**config.mk**
```make
export PLATFORM = sky130hd
export DESIGN_NAME = fetch_unit
export DESIGN_NICKNAME = d
export VERILOG_FILES = /design/src/rtl/fetch_unit.sv
export SDC_FILE = /design/constraint.sdc
export NUM_CORES = 1
export LEC_CHECK = 0
export CAP_MARGIN = 10
export CORE_AREA = 2 2 117 119
export CTS_CLUSTER_DIAMETER = 50
export DETAILED_ROUTE_END_ITERATION = 10
export DIE_AREA = 0 0 119 121
export PLACE_DENSITY = 0.81
export SETUP_SLACK_MARGIN = 0.3
export SYNTH_ARGS = -nofsm -noshare
export SYNTH_HDL_FRONTEND = slang
export SYNTH_SLANG_ARGS = --single-unit
```
**constraint.sdc**
```tcl
create_clock -name clk -period 4 [get_ports clk]
set_input_delay 0.4 -clock clk [delete_from_list [all_inputs] [get_ports clk]]
set_output_delay 0.4 -clock clk [all_outputs]
set_load 0.1 [all_outputs]
```
**src/rtl/fetch_unit.sv**
```systemverilog
// fetch_unit: instruction-fetch stage; owns the PC, issues single outstanding imem
// requests, holds the returned word for the decoder and applies branch/flush redirects.
module fetch_unit #(
    parameter logic [31:0] RESET_PC = 32'h0000_0000
) (
    input  logic        clk,
    input  logic        n_rst,
    output logic        imem_req,
    output logic [31:0] imem_addr,
    input  logic        imem_rvalid,
    input  logic [31:0] imem_rdata,
    output logic [31:0] instr,
    output logic [6:0]  opcode,
    output logic [31:0] instr_pc,
    output logic        instr_valid,
    input  logic        instr_ready,
    input  logic        pcsrc,
    input  logic        zero,
    input  logic [31:0] br_imm,
    input  logic        flush,
    input  logic [31:0] flush_pc
);
    typedef enum logic [1:0] {START, REQ, WAIT, HOLD} state_e;

    state_e      state_q, state_d;
    logic [31:0] pc_q, pc_d, instr_q, instr_d, ipc_q, ipc_d;
    logic        kill_q, kill_d;

    always_ff @(posedge clk or posedge n_rst) begin
        if (n_rst) begin
            state_q <= START;
            pc_q    <= RESET_PC;
            kill_q  <= 1'b0;
            instr_q <= '0;
            ipc_q   <= '0;
        end else begin
            state_q <= state_d;
            pc_q    <= pc_d;
            kill_q  <= kill_d;
            instr_q <= instr_d;
            ipc_q   <= ipc_d;
        end
    end

    always_comb begin
        state_d = state_q;
        pc_d    = pc_q;
        kill_d  = kill_q;
        instr_d = instr_q;
        ipc_d   = ipc_q;
        case (state_q)
            START: state_d = REQ;
            REQ: begin
                state_d = WAIT;
                kill_d  = flush;
            end
            WAIT: begin
                // the response of a killed request is swallowed and fetch restarts
                if (imem_rvalid) begin
                    kill_d  = 1'b0;
                    state_d = (flush || kill_q) ? REQ : HOLD;
                    if (!flush && !kill_q) begin
                        instr_d = imem_rdata;
                        ipc_d   = pc_q;
                    end
                end else if (flush) begin
                    kill_d = 1'b1;
                end
            end
            HOLD: begin
                if (instr_ready) begin
                    pc_d    = (pcsrc && zero) ? ((ipc_q + br_imm) & 32'hFFFF_FFFC) : ipc_q + 32'd4;
                    state_d = REQ;
                end
                if (flush) state_d = REQ;
            end
            default: state_d = START;
        endcase
        if (flush) pc_d = flush_pc & 32'hFFFF_FFFC;
    end

    assign imem_req    = (state_q == REQ);
    assign imem_addr   = pc_q;
    assign instr       = instr_q;
    assign opcode      = instr_q[6:0];
    assign instr_pc    = ipc_q;
    assign instr_valid = (state_q == HOLD);
endmodule

```
Yosys cells after proc, flatten, opt, wreduce, memory -nomap -nowiden
Cells that the tools add are included.
{ "word_totals": {"out_inout_bits": 105, "wordCells": 38, "register_bits": 99, "input_bits": 103} }
{ "classes": {"n_mux": 12, "add_sub_neg": 2, "n_eq_ne": 6, "n_reduce_logical": 13} }
{ "op_table": {"columns": ["operator", "count"], "rows": [
  ["$mux W32", 4],
  ["$add A32 B3 Y32 const B", 1],
  ["$add A32 B32 Y32", 1],
  ["$mux W2", 4],
  ["$pmux W2 S4", 1],
  ["$reduce_and A2 Y1", 3],
  ["$reduce_bool A2 Y1", 3],
  ["$eq A2 B2 Y1 const B", 2],
  ["$ne A3 B1 Y1 const B", 1],
  ["$ne A3 B3 Y1 const B", 1],
  ["$reduce_and A3 Y1", 1],
  ["$eq A2 B1 Y1 const B", 1],
  ["$logic_and A1 B1 Y1", 2],
  ["$logic_not A1 Y1", 2],
  ["$logic_not A2 Y1", 1],
  ["$mux W1", 2],
  ["$ne A2 B2 Y1 const B", 1],
  ["$pmux W1 S2", 1],
  ["$logic_or A1 B1 Y1", 1]
]} }

Longest topological paths before layout
Gate-level depths: netlist of the first run.
{ "logic_depth": {"word_depth": 5, "ltp_mapped": 10, "mapped_depth_nobuf": 10} }

Worst setup path after synthesis of the first run
Ideal clock, no wire load.
{ "synth_path": {"path_type": "register to register", "start": "register ipc_q[15] (netlist: instr_pc[15])", "end": "register pc_q[31] (netlist: imem_addr[31])", "path_stages_with_launch": 11, "t_arrival_ns": 3.220, "slack_ns": 0.656, "period_less_slack_ns": 3.344, "setup_ns": 0.124, "t_required_ns": 3.876, "path_buffers": 0, "cell_sequence": "dfrtp_1 > ha_1 > a21oi_1 > a21boi_0 > o311ai_0 > o2111a_2 > nor3b_2 > o41ai_2 > mux2i_1 > mux2i_1 > nor2_1"} }
{ "synth_via": {"elab_chain_len": 5, "word_cells_on_any_way": 6, "classes_between": "2 x add/sub; 4 x mux"} }
{ "synth_lines": {"columns": ["item", "line_no", "rtl"], "rows": [
  ["from (decl)", "26", "logic [31:0] pc_q, pc_d, instr_q, instr_d, ipc_q, ipc_d;"],
  ["from (signal assigned)", "41", "ipc_q <= ipc_d;"],
  ["$add A32 B3 Y32 / $add A32 B32 Y32 (equally long branches)", "72", "pc_d = (pcsrc && zero) ? ((ipc_q + br_imm) & 32'hFFFF_FFFC) : ipc_q + 32'd4;"],
  ["$mux W32 (*)", "72", null],
  ["$mux W32 (*)", "71", "if (instr_ready) begin"],
  ["$mux W32 (*)", "51", "case (state_q)"],
  ["$mux W32 (*)", "79", "if (flush) pc_d = flush_pc & 32'hFFFF_FFFC;"],
  ["to (signal assigned)", "38", "pc_q <= pc_d;"],
  ["to (decl)", "26", null]
]} }
Mark *: on every way between the ends. The rest lies on a longest branch, timed or not. The select of a mux whose other input is x is not followed.
A chain may end at the register's enable or synchronous reset.

Worst setup path after layout of the first run
{ "layout_path": {"start": "register ipc_q[5] (netlist: instr_pc[5])", "end": "register pc_q[31] (netlist: imem_addr[31])"} }
The elaborated chain is that of the path after synthesis.

==> results.md, run 1 <==
* Min cycle time layout at ~3.2 ns
* EDFF count, synth at 0
* Final worst slack at 0.830 ns
* Seq cells post-synth at just under 100
* Ports at roughly 210
* Die Y-Extent at 121 um
* Cell area after synthesis at approximately 6000 sq um
* DRT iter0 DRCs at a little under 400
* Area after DPL at 8200 sq um
* Mapped Nets at 717
* Setup Buffers After CTS at 0
* Grt ovf at 0
* Mean Syn Cell Area at 10.3 sq um
* Final instance area at 8470 sq um
* Antenna Violating Nets Remaining at 0
* # port buffers at 205
* Critical setup path kind: reg -> reg
* Top FF cell, synth: dfrtp_1
* Top-count cell post-synth: dfrtp_1
* Fin nets at between 900 and 1,000
* Largest net degree at the start of global routing at 65
* Synth top area cells: dfrtp_1 41%, mux2_2 12%, ha_1 7.3%, xnor2_1 4.1%, a21oi_1 3.0%
* CP endpoint kind: register
* Cts repair resizes at 0
* Post-synth top cells: 99 x dfrtp_1, 62 x mux2_2, 47 x nand2_1
* # H-tree levels at 3
* RSZ-0062 raised after global routing: no
* Setup_tns at 0 ns
* DR WL/cell at 18.9 um
* Syn Inst Count at 579
* Clock Pin Slew Worst Setup and Hold Paths at about 0.07 ns
* CP arrival at 3.41 ns
* Cell variety after synth at 64
* Num CTS Buffers at 9
* Top cell type's share of synthesized area at 41.5%
* CTS Hold Bufs at 0
* Worst hold path type: reg -> reg
* Final hold violation count at 0
* Final cell count without fillers at 958
* Core Area at 13,100 sq um
* Worst-Margin Slew at 1.04 ns
* Synth async-reset ratio at 100%
* CTS tree: built
* DRT Pass-1 Iters at 6
* Initial antenna violation count at 0
* Detailed Route WL at 18,100 um
* Cell taking the most area after synthesis: dfrtp_1
* Period utilisation layout at 79.2%
* Root buffer cell: clkbuf_16
* Antenna diodes at 0
* Sequential share of the synthesized area at about two fifths
* DR vias/cell at 5.75
* Worst-skew pair later-pin latency at 0.35 ns
* Status: complete, no violations
* Synth Warn # at 0
* Relative slew slack at 30.6%
* Share of cells above drive strength 1 at about an eighth
* Setup Viol. Count Final at 0
* Worst clock skew at 0.00829 ns
* GRT Util Overall at 25.4%
* Die X at 119 um
* Maximum Capacitance Violations at 0
* CP required at 4.24 ns
* Fmax at 0.315 GHz
* Nature of the critical path startpoint: register
* Detailed placement HPWL at 13,200 um
* Global-route wire length before repair at 28,900 um
* Slew Viols, Final at 0
* Row cnt at 42
* Clk buf depth at 2
* DR vias at 5,506
* CP max FO at 7
* GPL Wtd Cong at 0.886
* Number of global-route vias before repair at 5,816
* Area Growth Syn to Fin at 41.7%
* Sink Count at 99
* Initial Util at 45.7%
* DRC Markers at 0
* Worst slack at placement at around 0.51 ns
* Dpl cells at 942
* Die ar. at about 14,000 sq um
-- state kept, by name (all words and copies together) (netlist names) --
signal / cells
kill_q: 1
instr: 32
instr_pc: 32
state_q: 2
imem_addr: 32
-- final cells by class --
type	count	area, sq um
fillers	1029	4620
multi-input cells	443	3330
flip-flops and latches	99	2480
repair buffers	213	2120
clock buffers	10	229
well taps	176	220
inverters	11	43.8
clock inverters	6	40.0
-- per-layer routing --
metal	GRT usage, %	part of all wire (%)	vias up
li1	-	-	2542
met4	11.0	2.6	0
met3	7.38	8.9	33
met1	29.9	40	2652
met2	43.4	49	279
met5	0	0	-
-- cells in the final DEF (no fill, tap or decap), types with 4 or more instances in the layout --
master           Yosys  final
a211oi_1             7      7
a21o_1               6      6
a21oi_1             36     35
a221o_1              5      5
a222oi_1            10     10
a31oi_1              7      7
and2_1               4      4
and4_1               5      4
buf_4                7      7
clkbuf_16            0      9
clkdlybuf4s50_1      0    205
dfrtp_1             99     99
ha_1                35     35
inv_1               10      9
mux2_2              62     62
mux2i_1              4      4
nand2_1             47     47
nand2b_1             4      4
nand3_1             17     17
nand4_1             10     10
nor2_1              36     36
nor3_1               6      6
o211ai_1             4      4
o21ai_0             36     36
o221ai_1             4      4
xnor2_1             28     28
xor2_1              20     20
-- per-stage QoR --
step	util, %	hold slack, ns
2_1_floorplan	-	0.497
5_1_grt	64.7	0.530
6_report	64.7	0.506
4_1_cts	64.7	0.510
3_3_place_gp	62.7	0.485
3_5_place_dp	62.7	0.497
-- logic make-up (layout without fill, tap and decap cells) --
group,count (synthesis),count (layout),synth area share [%]
and+or+nand+nor,148,148,12.2
adders and majority gates,35,35,7.33
DFF,99,99,41.5
muxes,66,66,12.4
xor gates and xnor gates,48,48,7.04
buffers and inverters,37,240,2.85
AOI/OAI and AO/OA,146,146,16.8
-- critical path, cell delays in order, from the launching register on --
cell,delay (ns)
dfrtp_1,0.47
ha_1,0.40
a21oi_1,0.22
a21boi_0,0.13
a211oi_2,0.54
o2111a_2,0.37
nor3b_2,0.08
o41ai_2,0.32
mux2i_1,0.27
mux2i_1,0.20
nor2_1,0.06
-- worst paths after layout --
kind                             startpoint       endpoint  slack, ns  cells after the start
worst max-delay path            instr_pc[5]  imem_addr[31]       0.83                     10
worst min-delay path              instr[18]      instr[18]       0.51                      1
worst max register to register  instr_pc[5]  imem_addr[31]       0.83                     10
worst min register to register    instr[18]      instr[18]       0.51                      1
max in group asynchronous             n_rst     state_q[0]       2.63                      3
min in group asynchronous             n_rst      instr[16]       0.57                      2
Power of run 1 is left out: the tool's default activity adds up to more than one toggle a clock period on the data nets, which glitch-free logic cannot reach.
==> run 2, diff against run 1 <==
Settings changed: CORE_AREA 2 2 117 119 to 2 2 123 125, DIE_AREA 0 0 119 121 to 0 0 125 127, PLACE_DENSITY 0.81 to 0.77.
Clock period 4 ns to 2.9 ns, I/O delays scaled along.
==> run 2 against run 1 <==
Routed wire length increased by 9.6%. Critical path depth increased by 1. Clock-buffer cell count decreased by 1. Sequential share of layout area decreased by 2.1 points. Non-clock buffer count increased by 60. Core utilization decreased by 0.89 points. Sequential cell count unchanged. Die area increased by 10%. Register-to-register slack got worse by 0.64 ns. Global-route usage decreased by 0.84 points. First-iteration DRC count decreased by 16%. Critical path type is now in -> reg. Highest routed layer unchanged.
==> results.md, run 2 (synthesized netlist as in run 1, its figures left out) <==
* Crit-path leading delay family: compound AO/OA/AOI/OAI gates (unchanged)
* # H-tree levels at 3 (unchanged)
* Commonest non-fill, non-tap cells in the layout: 169 x buf_4, 100 x clkdlybuf4s50_1, 79 x dfrtp_1 (was 205 x clkdlybuf4s50_1, 99 x dfrtp_1, 62 x mux2_2)
* Fin nets at 975 (was 915)
* Worst hold path type: in -> async (was reg -> reg)
* Initial antenna violation count at 0 (unchanged)
* Die Y-Extent at 127 um (was 121 um)
* Slew Viols, Final at 0 (unchanged)
* CTS Hold Bufs at 0 (unchanged)
* DRT iter0 DRCs at 335 (was 398)
* Nature of the critical path startpoint: primary input (was register)
* Period utilisation layout at 93.7%
* Multi-input logic area at 3760 sq um (was 3330 sq um)
* GRT Util Overall at 24.6% (was 25.4%)
* Antenna diodes at 0 (unchanged)
* Final instance area at 9210 sq um (was 8470 sq um)
* Fill cells at 1,159 (was 1,029)
* # port buffers at 205 (unchanged)
* Buf+Inv Stages, Crit Path at 1 (was 0)
* Clk buf depth at 2 (unchanged)
* CP endpoint kind: register (unchanged)
* Worst-skew pair later-pin latency at 0.36 ns (was 0.35 ns)
* Area Growth Syn to Fin at 54.1% (was 41.7%)
* Largest net degree at the start of global routing at 50 (was 65)
* DRC Markers at 0 (unchanged)
* Most common cell after layout, fill and taps aside: buf_4 (was clkdlybuf4s50_1)
* Most used cell, CP: mux2i_1 (unchanged)
* CP required at 3.14 ns (was 4.24 ns)
* Final hold violation count at 0 (unchanged)
* Initial Util at 41.4% (was 45.7%)
* Detailed placement HPWL at 14,500 um (was 13,200 um)
* Fmax at 0.368 GHz
* GPL Wtd Cong at 0.898 (was 0.886)
* Number of global-route vias before repair at 6,014 (was 5,816)
* CP arrival at 2.96 ns (was 3.41 ns)
* Worst-path cell chain: clkdlybuf4s50_1, ha_4, a21o_1, a31o_4, a221oi_4, o2111a_2, nor3b_4, o41ai_2, mux2i_1, mux2i_1, nor2_1 (was ha_1, a21oi_1, a21boi_0, a211oi_2, o2111a_2, nor3b_2, o41ai_2, mux2i_1, mux2i_1, nor2_1)
* DR vias/cell at 5.60 (was 5.75)
* DR WL/cell at 19.3 um (was 18.9 um)
* Worst-Margin Slew at 0.780 ns (was 1.04 ns)
* Die ar. at 15,900 sq um (was 14,400 sq um)
* Seq. cell area at 2500 sq um (was 2480 sq um)
* Worst hold slack at 0.410 ns (was 0.506 ns)
* Area after DPL at 8510 sq um (was 8200 sq um)
* CP max FO at 3 (was 7)
* Num CTS Buffers at 9 (unchanged)
* Setup Viol. Count Final at 0 (unchanged)
* Row cnt at 44 (was 42)
* Sink Count at 99 (unchanged)
* CTS tree: built (unchanged)
* Crit-path slowest cell: clkdlybuf4s50_1 (was a211oi_2)
* Share of cells above drive strength 1 at 39.4% (was 13.2%)
* Critical setup path kind: in -> reg (was reg -> reg)
* DRT Pass-1 Iters at 8 (was 6)
* Min cycle time layout at 2.72 ns
* Maximum Capacitance Violations at 0 (unchanged)
* DR vias at 5,742 (was 5,506)
* Die X at 125 um (was 119 um)
* R2R Setup Slk at 0.19 ns (was 0.83 ns)
* Worst clock skew at 0.00980 ns (was 0.00829 ns)
* Detailed Route WL at 19,800 um (was 18,100 um)
* Clock Pin Slew Worst Setup and Hold Paths at 0.07 ns (about the same)
* Root buffer cell: clkbuf_16 (unchanged)
* Relative slew slack at 47.9% (was 30.6%)
* Core Area at 14,400 sq um (was 13,100 sq um)
* Status: complete, no violations (unchanged)
* Global-route wire length before repair at 31,200 um (was 28,900 um)
* Antenna Violating Nets Remaining at 0 (unchanged)
* RSZ-0062 raised after global routing: yes (was no)
* CP peak stage delay at 0.51 ns (was 0.54 ns)
* Grt ovf at 0 (unchanged)
* Ports at 208 (unchanged)
[run 2: cell count changes in the layout (fill, tap and decap cells not counted), moves of 5 or more]
cell	delta
buf_4	+162
clkdlybuf4s50_1	-105
dfrtp_1	-20
dfrtp_2	+20
ha_1	-17
ha_4	+17
a21oi_1	-7
o21ai_0	-5
[run 2: metal layers]
metal	part of all wire (%)	vias to the layer above	track usage (%)
met4	3.7	0	11.6
met5	0	-	0
met1	39	2771	29.2
met3	8.4	54	6.57
li1	-	2666	-
met2	49	251	41.7
[run 2: area by class of cell]
class | instances | share of cell area (%)
clock inverter | 7 | 1.17
tap | 184 | 2.50
multi-input combinational | 443 | 40.9
clock buffer | 9 | 2.45
inverter | 11 | 0.489
sequential | 99 | 27.2
timing repair buffer | 273 | 25.3
[run 2: final timing paths]
kind,start,depth (start not counted),endpoint
min in group clk,instr[7],1,instr[7]
hold reg to reg,instr[7],1,instr[7]
hold / removal,n_rst,2,instr[29]
setup / recovery,br_imm[10],11,imem_addr[31]
max in group asynchronous,n_rst,3,instr_pc[18]
setup reg to reg,instr_pc[8],10,imem_addr[31]
[run 2: stage by stage]
stage               std cells  setup TNS (ns)  util (%)  setup slack [ns]
floorplan                 579          -0.109         -            -0.109
global placement          991          -0.561      59.0            -0.165
detailed placement        991          -0.965      59.0            -0.233
CTS                      1011               0      62.0             0.190
global route             1026               0      63.8            0.0681
finish                   1026               0      63.8             0.184
[run 2: repair_timing]
| item | 4_1_cts | 5_1_grt |
|---|---|---|
| pin swaps | 14 | 19 |
| setup endpoints to repair | 11 | 19 |
| buffers inserted | 4 | 15 |
| resized for setup | 12 | 27 |
Power of run 2 is left out for the same reason.
